**config.mk**
```make
export PLATFORM = sky130hd
export DESIGN_NAME = cv32e41s_mult_issue
export DESIGN_NICKNAME = d
export VERILOG_FILES = /design/src/rtl/cv32e41s_pkg.sv /design/src/rtl/cv32e41s_mult_decode.sv /design/src/rtl/cv32e41s_mult_issue.sv
export SDC_FILE = /design/constraint.sdc
export NUM_CORES = 1
export LEC_CHECK = 0
export ABC_AREA = 1
export CAP_MARGIN = 20
export CORE_MARGIN = 1
export CORE_UTILIZATION = 38
export CTS_CLUSTER_DIAMETER = 50
export CTS_CLUSTER_SIZE = 30
export DETAILED_ROUTE_END_ITERATION = 10
export PLACE_DENSITY_LB_ADDON = 0.08
export SETUP_SLACK_MARGIN = 0.4
export SYNTH_ARGS = -nofsm -noshare
export SYNTH_HDL_FRONTEND = slang
export SYNTH_SLANG_ARGS = --single-unit
```
**constraint.sdc**
```tcl
create_clock -name clk -period 1.5 [get_ports clk]
set_input_delay 0.3 -clock clk [delete_from_list [all_inputs] [get_ports clk]]
set_output_delay 0.3 -clock clk [all_outputs]
set_load 0.05 [all_outputs]
```
**src/rtl/cv32e41s_pkg.sv**
```systemverilog
// Shared types for the multiplier issue slice: operator encoding, issue FSM states and RV32M funct3 codes.
package cv32e41s_pkg;

  typedef enum logic [0:0] {
    MUL_M32 = 1'b0,
    MUL_H   = 1'b1
  } mul_opcode_e;

  typedef enum logic [1:0] {
    MUL_ISSUE_IDLE = 2'd0,
    MUL_ISSUE_EXEC = 2'd1,
    MUL_ISSUE_WB   = 2'd2
  } mul_issue_state_e;

  localparam logic [2:0] FUNCT3_MUL    = 3'b000;
  localparam logic [2:0] FUNCT3_MULH   = 3'b001;
  localparam logic [2:0] FUNCT3_MULHSU = 3'b010;
  localparam logic [2:0] FUNCT3_MULHU  = 3'b011;

  // Only funct3 0..3 are multiplies; 4..7 (divide/remainder) are not handled here.
  function automatic logic funct3_is_mul(input logic [2:0] funct3);
    return !funct3[2];
  endfunction

endpackage

```
**src/rtl/cv32e41s_mult_decode.sv**
```systemverilog
// Combinational funct3 decoder: multiplier operator, operand signedness and illegal flag.
module cv32e41s_mult_decode
  import cv32e41s_pkg::*;
(
  input  logic [2:0]  funct3_i,
  output mul_opcode_e operator_o,
  output logic [1:0]  signed_mode_o,
  output logic        illegal_o
);

  always_comb begin
    operator_o    = MUL_M32;
    signed_mode_o = '0;
    illegal_o     = 1'b0;
    case (funct3_i)
      FUNCT3_MUL: begin
        operator_o    = MUL_M32;
        signed_mode_o = 2'b00;
      end
      FUNCT3_MULH: begin
        operator_o    = MUL_H;
        signed_mode_o = 2'b11;
      end
      FUNCT3_MULHSU: begin
        operator_o    = MUL_H;
        signed_mode_o = 2'b01;
      end
      FUNCT3_MULHU: begin
        operator_o    = MUL_H;
        signed_mode_o = 2'b00;
      end
      default: illegal_o = 1'b1;
    endcase
  end

endmodule

```
**src/rtl/cv32e41s_mult_issue.sv**
```systemverilog
// Multiplier issue stage: ID handshake, operand hold during EXEC, registered writeback slot, kill flush.
// Optional macro CV32E41S_MULT_ZERO_SHORTCUT_EN: zero operand bypasses the multiplier straight to WB.
module cv32e41s_mult_issue
  import cv32e41s_pkg::*;
#(
  parameter int unsigned RD_W = 5
) (
  input  logic            clk,
  input  logic            rst_n,
  input  logic            kill_i,

  input  logic            id_valid_i,
  output logic            id_ready_o,
  input  logic [2:0]      id_funct3_i,
  input  logic [31:0]     id_op_a_i,
  input  logic [31:0]     id_op_b_i,
  input  logic [RD_W-1:0] id_rd_i,

  output logic            mul_valid_o,
  output mul_opcode_e     mul_operator_o,
  output logic [1:0]      mul_signed_mode_o,
  output logic [31:0]     mul_op_a_o,
  output logic [31:0]     mul_op_b_o,
  input  logic [31:0]     mul_result_i,
  input  logic            mul_valid_i,
  output logic            mul_ready_o,
  input  logic            mul_ready_i,

  output logic            wb_valid_o,
  input  logic            wb_ready_i,
  output logic [31:0]     wb_result_o,
  output logic [RD_W-1:0] wb_rd_o
);

  mul_issue_state_e state_q, state_d;
  logic [2:0]       funct3_q, funct3_d;
  logic [31:0]      op_a_q, op_a_d;
  logic [31:0]      op_b_q, op_b_d;
  logic [31:0]      result_q, result_d;
  logic [RD_W-1:0]  rd_q, rd_d;

  logic             dec_illegal;
  logic             accept;
  logic             zero_op;
  logic             unused_mul_ready;

  cv32e41s_mult_decode u_decode (
    .funct3_i      (funct3_q),
    .operator_o    (mul_operator_o),
    .signed_mode_o (mul_signed_mode_o),
    .illegal_o     (dec_illegal)
  );

`ifdef CV32E41S_MULT_ZERO_SHORTCUT_EN
  assign zero_op = (id_op_a_i == '0) || (id_op_b_i == '0);
`else
  assign zero_op = 1'b0;
`endif

  // The result handshake completes on mul_valid_i alone; multiplier ready is not needed.
  assign unused_mul_ready = mul_ready_i;

  assign id_ready_o  = !kill_i && ((state_q == MUL_ISSUE_IDLE) ||
                                   ((state_q == MUL_ISSUE_WB) && wb_ready_i));
  assign mul_valid_o = !kill_i && (state_q == MUL_ISSUE_EXEC) && !dec_illegal;
  assign mul_ready_o = (state_q == MUL_ISSUE_EXEC);
  assign wb_valid_o  = !kill_i && (state_q == MUL_ISSUE_WB);
  assign mul_op_a_o  = op_a_q;
  assign mul_op_b_o  = op_b_q;
  assign wb_result_o = result_q;
  assign wb_rd_o     = rd_q;

  assign accept = id_valid_i && id_ready_o;

  always_comb begin
    state_d  = state_q;
    funct3_d = funct3_q;
    op_a_d   = op_a_q;
    op_b_d   = op_b_q;
    result_d = result_q;
    rd_d     = rd_q;

    if (kill_i) begin
      state_d = MUL_ISSUE_IDLE;
    end else begin
      case (state_q)
        MUL_ISSUE_IDLE: ;
        MUL_ISSUE_EXEC: begin
          if (mul_valid_i) begin
            result_d = mul_result_i;
            state_d  = MUL_ISSUE_WB;
          end
        end
        MUL_ISSUE_WB: begin
          if (wb_ready_i) state_d = MUL_ISSUE_IDLE;
        end
        default: state_d = MUL_ISSUE_IDLE;
      endcase
    end

    // accept is only possible from IDLE or a draining WB, so one capture path serves both
    if (accept) begin
      funct3_d = id_funct3_i;
      op_a_d   = id_op_a_i;
      op_b_d   = id_op_b_i;
      rd_d     = id_rd_i;
      if (!funct3_is_mul(id_funct3_i) || zero_op) begin
        result_d = '0;
        state_d  = MUL_ISSUE_WB;
      end else begin
        state_d  = MUL_ISSUE_EXEC;
      end
    end
  end

  always_ff @(posedge clk) begin
    if (!rst_n) begin
      state_q  <= MUL_ISSUE_IDLE;
      funct3_q <= '0;
      op_a_q   <= '0;
      op_b_q   <= '0;
      result_q <= '0;
      rd_q     <= '0;
    end else begin
      state_q  <= state_d;
      funct3_q <= funct3_d;
      op_a_q   <= op_a_d;
      op_b_q   <= op_b_d;
      result_q <= result_d;
      rd_q     <= rd_d;
    end
  end

endmodule

```
==> results of run 1 <==
-- synthesized netlist by cell type --
cell type  number
nand2_1       151
dfxtp_1       106
a21oi_1       105
nor2_1         39
nor3_1         33
buf_4          16
clkbuf_1       11
inv_1           9
buf_2           8
inv_2           3
nand4_1         2
a211oi_1        1
nand2_2         1
nand3_1         1
nand3_2         1
nor2_2          1
nor2_4          1
o21ai_0         1
o21ai_1         1
-- through the flow --
stage,worst slack [ns],hold WS (ns),area [um^2]
floorplan,0.207,0.442,3930
global placement,-0.222,0.461,7380
detailed placement,-0.317,0.469,7380
-- logic make-up after synthesis --
kind of cell    count (synthesis)  synth area share
simple gates                  230             0.242
flops                         106             0.552
compound gates                108             0.141
buf+inv                        47            0.0642
==> results.yml, run 1 <==
floorplanning:
  num_rows: 36
  io_pins: 219
  start_util: 0.393
  die_x_um: 103
  die_h_um: 103
clocking:
  cts_resized: 404
  cts_max_path_buffers: 2
  hold_buffers: 0
  clockRootBuffer: "clkbuf_8"
  numCtsBuffers: 9
  postCtsSetupRepairBufs: 47
  clkSinkCount: 106
  htreeDepth: 3
placement:
  io_buffers: 217
  place_inst: 829
  dp_hpwl_um: 9160
  place.gp.congestion: 0.790
synthesis:
  ys_ff_latch: 106
  synthCells: 491
  seq_area_frac_synth: 0.552
  avgSynthCellArea_um2: 7.82
  synth_nets: 602
  synth_top_area_frac: 0.552
  synth_area_leader_cell: "dfxtp_1"
  synth_area_leaders: "dfxtp_1, nand2_1, a21oi_1"
  ys_types: 19
  ys.warnings.count: 0
  netlist_area_mm2: 0.00384
run_status:
  stop_stage: "clock tree synthesis"
  outcome: "aborted with a tool error"
  stop_error: "[ERROR DPL-0033] detailed placement checks failed during check placement."
==> run 2, diff against run 1 <==
--- a/config.mk
+++ b/config.mk
@@ -8,12 +8,9 @@
 export ABC_AREA = 1
 export CAP_MARGIN = 20
 export CORE_MARGIN = 1
-export CORE_UTILIZATION = 38
-export CTS_CLUSTER_DIAMETER = 50
-export CTS_CLUSTER_SIZE = 30
+export CORE_UTILIZATION = 30
 export DETAILED_ROUTE_END_ITERATION = 10
-export PLACE_DENSITY_LB_ADDON = 0.08
-export SETUP_SLACK_MARGIN = 0.4
+export PLACE_DENSITY_LB_ADDON = 0.15
 export SYNTH_ARGS = -nofsm -noshare
 export SYNTH_HDL_FRONTEND = slang
 export SYNTH_SLANG_ARGS = --single-unit
==> run 2 against run 1 <==
Compared with the run above:
- the flow now finishes, with violations (negative setup slack)
- synthesized cell count stayed put
- synthesized area stayed put
==> results.yml, run 2 <==
setup_path:
  worst-r2r-cell-count: 10
  cp-end-kind: "primary output"
  reg2reg_to: "state_q[1]$_SDFFE_PN0P_"
  r2r_slack_ns: 0.11
  arrival_ns: 1.21
  cp.required_ns: 1.20
  regToRegStartpoint: "state_q[0]$_SDFFE_PN0P_"
  worst_setup_path_start_kind: "flip-flop"
  critPathKind: "reg -> out"
  crit_fanout: 4
synthesis:
  ys.warnings.count: 0
  synthCells: 491
  ys_top_cells_by_count: "nand2_1, dfxtp_1, a21oi_1"
  avgSynthCellArea_um2: 7.82
  synth_top_flop_cell: "dfxtp_1"
  yosysMostFrequentCell: "nand2_1"
  ys_types: 19
  synth_area_leaders: "dfxtp_1, nand2_1, a21oi_1"
  postSynth.asyncResetShare: 0
  synth_top_area_frac: 0.552
  seq_area_frac_synth: 0.552
  synth_area_leader_cell: "dfxtp_1"
  synth_nets: 602
  ys_ff_latch: 106
  synth-edff-count: 0
  netlist_area_mm2: 0.00384
floorplanning:
  start_util: 0.313
  die_area_mm2: 0.0133
  core_area_mm2: 0.0123
  num_rows: 40
  die_h_um: 115
  io_pins: 219
  die_x_um: 115
sta:
  period_share: 1.01
  relSlewSlack: 0.810
  finalSetupViolations: 3
  clock.fmax_ghz: 0.662
  setup_ws_ns: -0.0116
  finalClockSkew_ns: 0.00882
  hold_violations: 0
  fin_setup_tns_ns: -0.0327
  min_period_ns: 1.51
  rsz0062_at_grt: "yes"
  worst_pin_slew_ns: 0.285
  slew_viol_final: 0
routing:
  dr.pass1.iters: 6
  routed_wl_um: 12300
  drtIter0Drc: 145
  via_per_inst: 4.53
  avgRoutedWirePerCell_um: 13.9
  via_count: 4016
  ant_nets: 0
  drc: 0
hold_path:
  hold_path_class: "reg -> reg"
  min_to: "mul_op_b_o[26]$_SDFFE_PN0N_"
  hold_start: "mul_op_b_o[26]$_SDFFE_PN0N_"
  holdPathStages: 2
clocking:
  numCtsBuffers: 9
  htreeDepth: 3
  clockRootBuffer: "clkbuf_16"
  path_clk_slew_ns: 0.07
  clkSinkCount: 106
  cts_max_path_buffers: 2
  worstSkewPairLatency_ns: 0.34
  tritoncts: "yes"
  hold_buffers: 0
global_route:
  grt_overflow: 0
  grt_max_degree: 39
  grt_use_total: 0.190
  grt_pass1_vias: 3999
  antenna_found_initial: 0
  grt_pass1_wl_um: 19500
pwr:
  vdd_drop_max_mv: 0.554
  p_leak_nw: 3.01
  p_per_area_mw_per_mm2: 895
  p_total_mw: 7.02
finish:
  layout_common_cells: "nand2_1, buf_12, clkdlybuf4s50_1"
  final_nets: 826
  final_util: 0.640
  insertedDiodeCount: 0
  drive_gt1_frac: 0.250
  synthToLayoutAreaGrowth_pct: 104
  finalNonFillerCells: 887
  final_common_cell: "nand2_1"
placement:
  io_buffers: 217
  dp_hpwl_um: 9280
  place_inst: 865
  place.gp.congestion: 0.808
run:
  cap_violations: 0
run_status:
  outcome: "complete, but fails checks"
  violations: "negative setup slack"
## run 2: worst max-delay path by stage
stage	from	endpoint	cells after the start
after floorplan	funct3_q[2]$_SDFFE_PN0N_	mul_signed_mode_o[0]	3
after global placement	kill_i	mul_op_a_o[0]$_SDFFE_PN0N_	7
after detailed placement	kill_i	wb_result_o[23]$_SDFF_PN0_	7
after CTS	state_q[0]$_SDFFE_PN0P_	mul_valid_o	5
after global routing	state_q[1]$_SDFFE_PN0P_	wb_valid_o	4
final	state_q[0]$_SDFFE_PN0P_	id_ready_o	5
## run 2: metrics by stage
step                      hold slack, ns  instance area (um^2)  setup WS (ns)
final                              0.498                  7850        -0.0116
after global routing               0.512                  7850        -0.0746
after CTS                          0.492                  7820        -0.0611
after detailed placement           0.471                  7420         -0.274
after global placement             0.456                  7420         -0.228
after floorplan                    0.442                  3850         0.0399
## run 2: layer usage
layer  GRT usage  routed length, um  vias up
met3      0.0659               1090       18
met5           0                  0        -
met1       0.207               4780     1803
met4      0.0866                270        0
li1            -                  -     2040
met2       0.333               6140      155
## run 2: layout make-up
cell class / count / area (um^2)
clock buffers: 12 / 236
clock inverters: 3 / 65.1
fillers: 1038 / 4410
inverters: 12 / 47.5
multi-input cells: 338 / 1540
flip-flops and latches: 106 / 2130
well taps: 168 / 210
repair buffers: 248 / 3620
## run 2: logic make-up after synthesis
family | Yosys count | synth area share
compound gates | 108 | 0.141
flops | 106 | 0.552
buf+inv | 47 | 0.0642
simple gates | 230 | 0.242
## run 2: report_power, final
| part | switching, mW | internal [mW] |
|---|---|---|
| clock network | 0.967 | 1.45 |
| registers | 0.113 | 2.92 |
| logic | 0.748 | 0.818 |
| total | 1.83 | 5.19 |
## run 2: timing repair
item	in CTS	in global routing
buffers inserted	9	0
gates resized for setup	17	13
pin swaps	5	5
endpoints found under the setup margin	5	8
## run 2: worst max-delay path, stage by stage, from the launching register on
cell and delay [ns]:
dfxtp_4 0.37, nor2_4 0.14, buf_6 0.12, nand2_2 0.05
inv_2 0.06, buf_12 0.13
Note: power is estimated with default switching activity, not from simulation.
==> run 3, diff against run 2 <==
--- a/config.mk
+++ b/config.mk
@@ -8,7 +8,7 @@
 export ABC_AREA = 1
 export CAP_MARGIN = 20
 export CORE_MARGIN = 1
-export CORE_UTILIZATION = 30
+export CORE_UTILIZATION = 38
 export DETAILED_ROUTE_END_ITERATION = 10
 export PLACE_DENSITY_LB_ADDON = 0.15
 export SYNTH_ARGS = -nofsm -noshare
==> run 3 against run 2 <==
Compared with the run above:
- the flow still finishes with violations (negative setup slack)
- combinational power hardly changed
- die area is 21% lower
- wire length is 0.18% higher
- power is 12% lower
- flip-flop and latch count stayed put
- global-route usage is 3.9 points higher
- final area is 1.7% lower
- worst setup slack worse by 0.045 ns
- critical path depth is 1 higher
- critical path type unchanged
- critical endpoint unchanged
==> results.yml, run 3 (synthesized netlist as in run 2, its figures left out) <==
clocking:
  cts_max_path_buffers: 2
  clkSinkCount: 106
  clockRootBuffer: "clkbuf_8"
  tritoncts: "yes"
  htreeDepth: 3
  hold_buffers: 0
  worstSkewPairLatency_ns: 0.35
  numCtsBuffers: 9
  path_clk_slew_ns: 0.10
setup_path:
  crit_fanout: 3
  cp.required_ns: 1.20
  worst-r2r-cell-count: 7
  cp-end-kind: "primary output"
  critPathKind: "reg -> out"
  worst_setup_path_start_kind: "flip-flop"
  regToRegStartpoint: "state_q[0]$_SDFFE_PN0P_"
  r2r_slack_ns: 0.11
  reg2reg_to: "mul_op_a_o[17]$_SDFFE_PN0N_"
  arrival_ns: 1.26
finish:
  synthToLayoutAreaGrowth_pct: 101
  finalNonFillerCells: 855
  layout_common_cells: "nand2_1, buf_12, clkdlybuf4s50_1"
  insertedDiodeCount: 0
  drive_gt1_frac: 0.252
  final_common_cell: "nand2_1"
  final_nets: 828
run:
  cap_violations: 0
placement:
  place.gp.congestion: 0.740
  place_inst: 833
  io_buffers: 217
  dp_hpwl_um: 9230
floorplanning:
  die_x_um: 103
  core_area_mm2: 0.00977
  io_pins: 219
  die_h_um: 103
  die_area_mm2: 0.0105
  start_util: 0.393
  num_rows: 36
sta:
  whs_ns: 0.286
  min_period_ns: 1.56
  rsz0062_at_grt: "yes"
  period_share: 1.04
  clock.fmax_ghz: 0.643
  hold_violations: 0
  slew_viol_final: 0
  worst_pin_slew_ns: 0.231
  setup_ws_ns: -0.0563
  finalSetupViolations: 3
  relSlewSlack: 0.845
  finalClockSkew_ns: 0.00923
routing:
  via_per_inst: 4.77
  ant_nets: 0
  wl_met3_um: 1090
  avgRoutedWirePerCell_um: 14.4
  highest_layer: "met4"
  via_count: 4079
  routed_wl_um: 12300
  drc: 0
  wl_met2_um: 6210
  wirelength_met1_um: 4700
  drtIter0Drc: 93
  dr.pass1.iters: 4
global_route:
  antenna_found_initial: 0
  grt_pass1_vias: 3921
  grt_overflow: 0
  grt_max_degree: 36
  grt_pass1_wl_um: 18700
  grt_use_total: 0.229
run_status:
  outcome: "complete, but fails checks"
  violations: "negative setup slack"
hold_path:
  hold_start: "wb_ready_i"
  holdPathStages: 4
  hold_path_class: "in -> reg"
  min_to: "state_q[1]$_SDFFE_PN0P_"
pwr:
  p_per_area_mw_per_mm2: 805
  p_leak_nw: 2.97
  vdd_drop_max_mv: 0.600
[run 3: cell count changes in the layout (fill, tap and decap cells not counted), sizes merged]
cell           before  now
buf               139  141
dlymetal6s2s        0    1
bufinv              2    0
clkdlybuf4s50     108  107
clkinvlp            0    3
[run 3: final cells by class]
class	count	area, um^2
Sequential cell	106	2130
Multi-Input combinational cell	338	1550
Clock inverter	4	27.5
Tap cell	133	166
Clock buffer	12	145
Fill cell	616	2060
Timing Repair Buffer	250	3650
Inverter	12	45.0
[run 3: what timing repair did]
action                     in CTS  in global routing
setup endpoints to repair       6                  7
gates resized for setup        16                 16
setup buffers                   4                  3
pin swaps                       3                  5
[run 3: power breakdown]
part	internal [mW]	total (mW)	switching [mW]
registers	2.92	3.03	0.114
logic	0.835	1.59	0.756
clock network	0.649	1.58	0.931
total	4.40	6.21	1.80
[run 3: worst max path at each step]
stage	from	end	slack, ns	cells after the start
3_3_place_gp	kill_i	mul_valid_o	-0.20	6
2_1_floorplan	funct3_q[2]$_SDFFE_PN0N_	mul_signed_mode_o[0]	0.04	3
4_1_cts	state_q[1]$_SDFFE_PN0P_	mul_valid_o	-0.09	6
6_report	state_q[1]$_SDFFE_PN0P_	id_ready_o	-0.06	6
3_5_place_dp	kill_i	mul_valid_o	-0.24	6
5_1_grt	state_q[1]$_SDFFE_PN0P_	mul_valid_o	-0.14	6
[run 3: stage by stage]
| step | power, mW | setup slack, ns | TNS [ns] | util | area (um^2) |
|---|---|---|---|---|---|
| 2_1_floorplan | 3.71 | 0.0399 | 0 | - | 3850 |
| 3_3_place_gp | 4.63 | -0.203 | -8.89 | 0.758 | 7410 |
| 3_5_place_dp | 4.66 | -0.239 | -11.43 | 0.758 | 7410 |
| 4_1_cts | 6.25 | -0.0871 | -0.236 | 0.782 | 7650 |
| 5_1_grt | 6.49 | -0.136 | -0.450 | 0.789 | 7710 |
| 6_report | 6.21 | -0.0563 | -0.132 | 0.789 | 7710 |
[run 3: critical path, stage by stage, from the launching register on]
cell	delay (ns)
dfxtp_2	0.35
buf_4	0.14
nand2_4	0.07
buf_6	0.10
nand2_2	0.05
inv_2	0.07
buf_12	0.13
[run 3: layer usage]
metal | up-vias | track usage
met3 | 21 | 0.0807
li1 | 2045 | -
met2 | 158 | 0.401
met4 | 0 | 0.0758
met1 | 1855 | 0.258
met5 | - | 0
==> run 4, diff against run 3 <==
--- a/config.mk
+++ b/config.mk
@@ -8,9 +8,10 @@
 export ABC_AREA = 1
 export CAP_MARGIN = 20
 export CORE_MARGIN = 1
-export CORE_UTILIZATION = 38
+export CORE_UTILIZATION = 25
 export DETAILED_ROUTE_END_ITERATION = 10
 export PLACE_DENSITY_LB_ADDON = 0.15
+export SETUP_SLACK_MARGIN = 0.2
 export SYNTH_ARGS = -nofsm -noshare
 export SYNTH_HDL_FRONTEND = slang
 export SYNTH_SLANG_ARGS = --single-unit
==> run 4 against run 3 <==
Compared with the run above:
- the run still ends with negative setup slack left
- clock power grew 73%
- critical endpoint is now mul_valid_o
- via count grew 9.4%
- critical path type unchanged
- power grew 28%
- global-route usage shrank 5.0 points
- highest routed layer unchanged
- worst hold slack gained 0.21 ns
- clock-buffer cell count shrank 3
- sequential share of layout area shrank 6.2 points
==> results.yml, run 4 (synthesized netlist as in run 2, its figures left out) <==
finish:
  layout_common_cells: "buf_12, clkdlybuf4s50_1, dfxtp_1"
  multi_input_area_mm2: 0.00271
  regArea_mm2: 0.00214
  synthToLayoutAreaGrowth_pct: 160
  final_nets: 865
  finalNonFillerCells: 943
  drive_gt1_frac: 0.572
  nFillCells: 1049
  final_common_cell: "buf_12"
  insertedDiodeCount: 0
sta:
  worst_pin_slew_ns: 0.411
  hold_violations: 0
  rsz0062_at_grt: "yes"
  clock.fmax_ghz: 0.655
  slew_viol_final: 0
  finalSetupViolations: 2
  setup_ws_ns: -0.0270
  min_period_ns: 1.53
  relSlewSlack: 0.726
  fin_setup_tns_ns: -0.0422
  finalClockSkew_ns: 0.00479
  period_share: 1.02
pwr:
  vdd_drop_max_mv: 0.619
  p_per_area_mw_per_mm2: 799
  p_total_mw: 7.97
  internal-power_mw: 5.66
  p_leak_nw: 4.07
  seq_power_share: 0.384
  p_clk_frac: 0.344
  p_sw_mw: 2.31
  swShare: 0.289
  pwr-share-comb: 0.272
clocking:
  numCtsBuffers: 9
  cts_max_path_buffers: 2
  tritoncts: "yes"
  clkSinkCount: 106
  clockRootBuffer: "clkbuf_16"
  htreeDepth: 3
  path_clk_slew_ns: 0.07
  worstSkewPairLatency_ns: 0.35
global_route:
  grt_max_degree: 55
  antenna_found_initial: 0
  grt_pass1_vias: 4322
  grt_pass1_wl_um: 22200
  grt_overflow: 0
  grt_use_total: 0.179
placement:
  dp_slack_ns: -0.379
  place.gp.congestion: 0.786
  place_inst: 876
  dp_hpwl_um: 9200
  io_buffers: 217
setup_path:
  arrival_ns: 1.23
  worst_setup_path_start_kind: "flip-flop"
  cp_slowest_cell: "dfxtp_2"
  crit_buf_inv: 3
  path_delay_family: "flip-flops"
  critPathKind: "reg -> out"
  cp.required_ns: 1.20
  cpPeakStageDelay_ns: 0.34
  crit_fanout: 2
  worstPathCellList: "inv_2, nand2_4, nor2_4, inv_2, nor2_4, buf_12"
  cp-end-kind: "primary output"
  r2r_slack_ns: 0.03
floorplanning:
  core_area_mm2: 0.0148
  num_rows: 44
  die_area_mm2: 0.0159
  die_x_um: 126
  start_util: 0.260
  io_pins: 219
  die_h_um: 126
run_status:
  violations: "negative setup slack"
  outcome: "complete, but fails checks"
routing:
  highest_layer: "met4"
  wirelength_met1_um: 6690
  routed_wl_um: 17300
  drtIter0Drc: 122
  avgRoutedWirePerCell_um: 18.3
  dr.pass1.iters: 4
  wl_met3_um: 1260
  via_per_inst: 4.73
  ant_nets: 0
  drc: 0
  via_count: 4462
  wl_met2_um: 9030
hold_path:
  hold_path_class: "reg -> reg"
run:
  cap_violations: 0
run 4: timing repair:
action                     CTS  global route
setup endpoints to repair  112           112
gates resized for setup     54           343
hold buffers                 0             0
cloned                       8            21
pin swaps                   18            87
setup buffers               13             9
run 4: through the flow:
stage / hold slack [ns] / instance area (um^2) / utilization
2_1_floorplan: 0.442 / 3860 / -
3_3_place_gp: 0.460 / 7380 / 0.500
4_1_cts: 0.480 / 8230 / 0.558
5_1_grt: 0.514 / 9980 / 0.676
6_report: 0.492 / 9980 / 0.676
3_5_place_dp: 0.462 / 7380 / 0.500
run 4: tightest hold or removal path: stages, from the launching register on:
cell	delay (ns)
dfxtp_2	0.35
nand2_4	0.07
a21oi_2	0.04
run 4: final timing paths:
check,cells after the start,end,start
setup / recovery,6,mul_valid_o,state_q[1]$_SDFFE_PN0P_
hold / removal,2,mul_op_b_o[8]$_SDFFE_PN0N_,mul_op_b_o[8]$_SDFFE_PN0N_
setup reg to reg,8,mul_op_b_o[27]$_SDFFE_PN0N_,state_q[0]$_SDFFE_PN0P_
hold reg to reg,2,mul_op_b_o[8]$_SDFFE_PN0N_,mul_op_b_o[8]$_SDFFE_PN0N_
run 4: power by group through the flow:
stage,clock network (mW),logic (mW),registers [mW]
after floorplan,0,0.333,3.38
after global placement,0,1.51,3.09
after detailed placement,0,1.53,3.10
after CTS,2.80,1.63,3.03
after global routing,2.92,2.26,3.07
final,2.74,2.17,3.06
run 4: routing by layer:
layer,vias to the layer above,global-route usage
li1,2133,-
met1,2146,0.199
met2,163,0.304
met3,20,0.0663
met4,0,0.0773
met5,-,0
run 4: area by class of cell:
cell class,count,share of cell area
Sequential cell,106,0.214
Tap cell,184,0.0231
Timing Repair Buffer,287,0.450
Clock buffer,9,0.0226
Inverter,12,0.00652
Multi-Input combinational cell,338,0.272
Clock inverter,7,0.0118
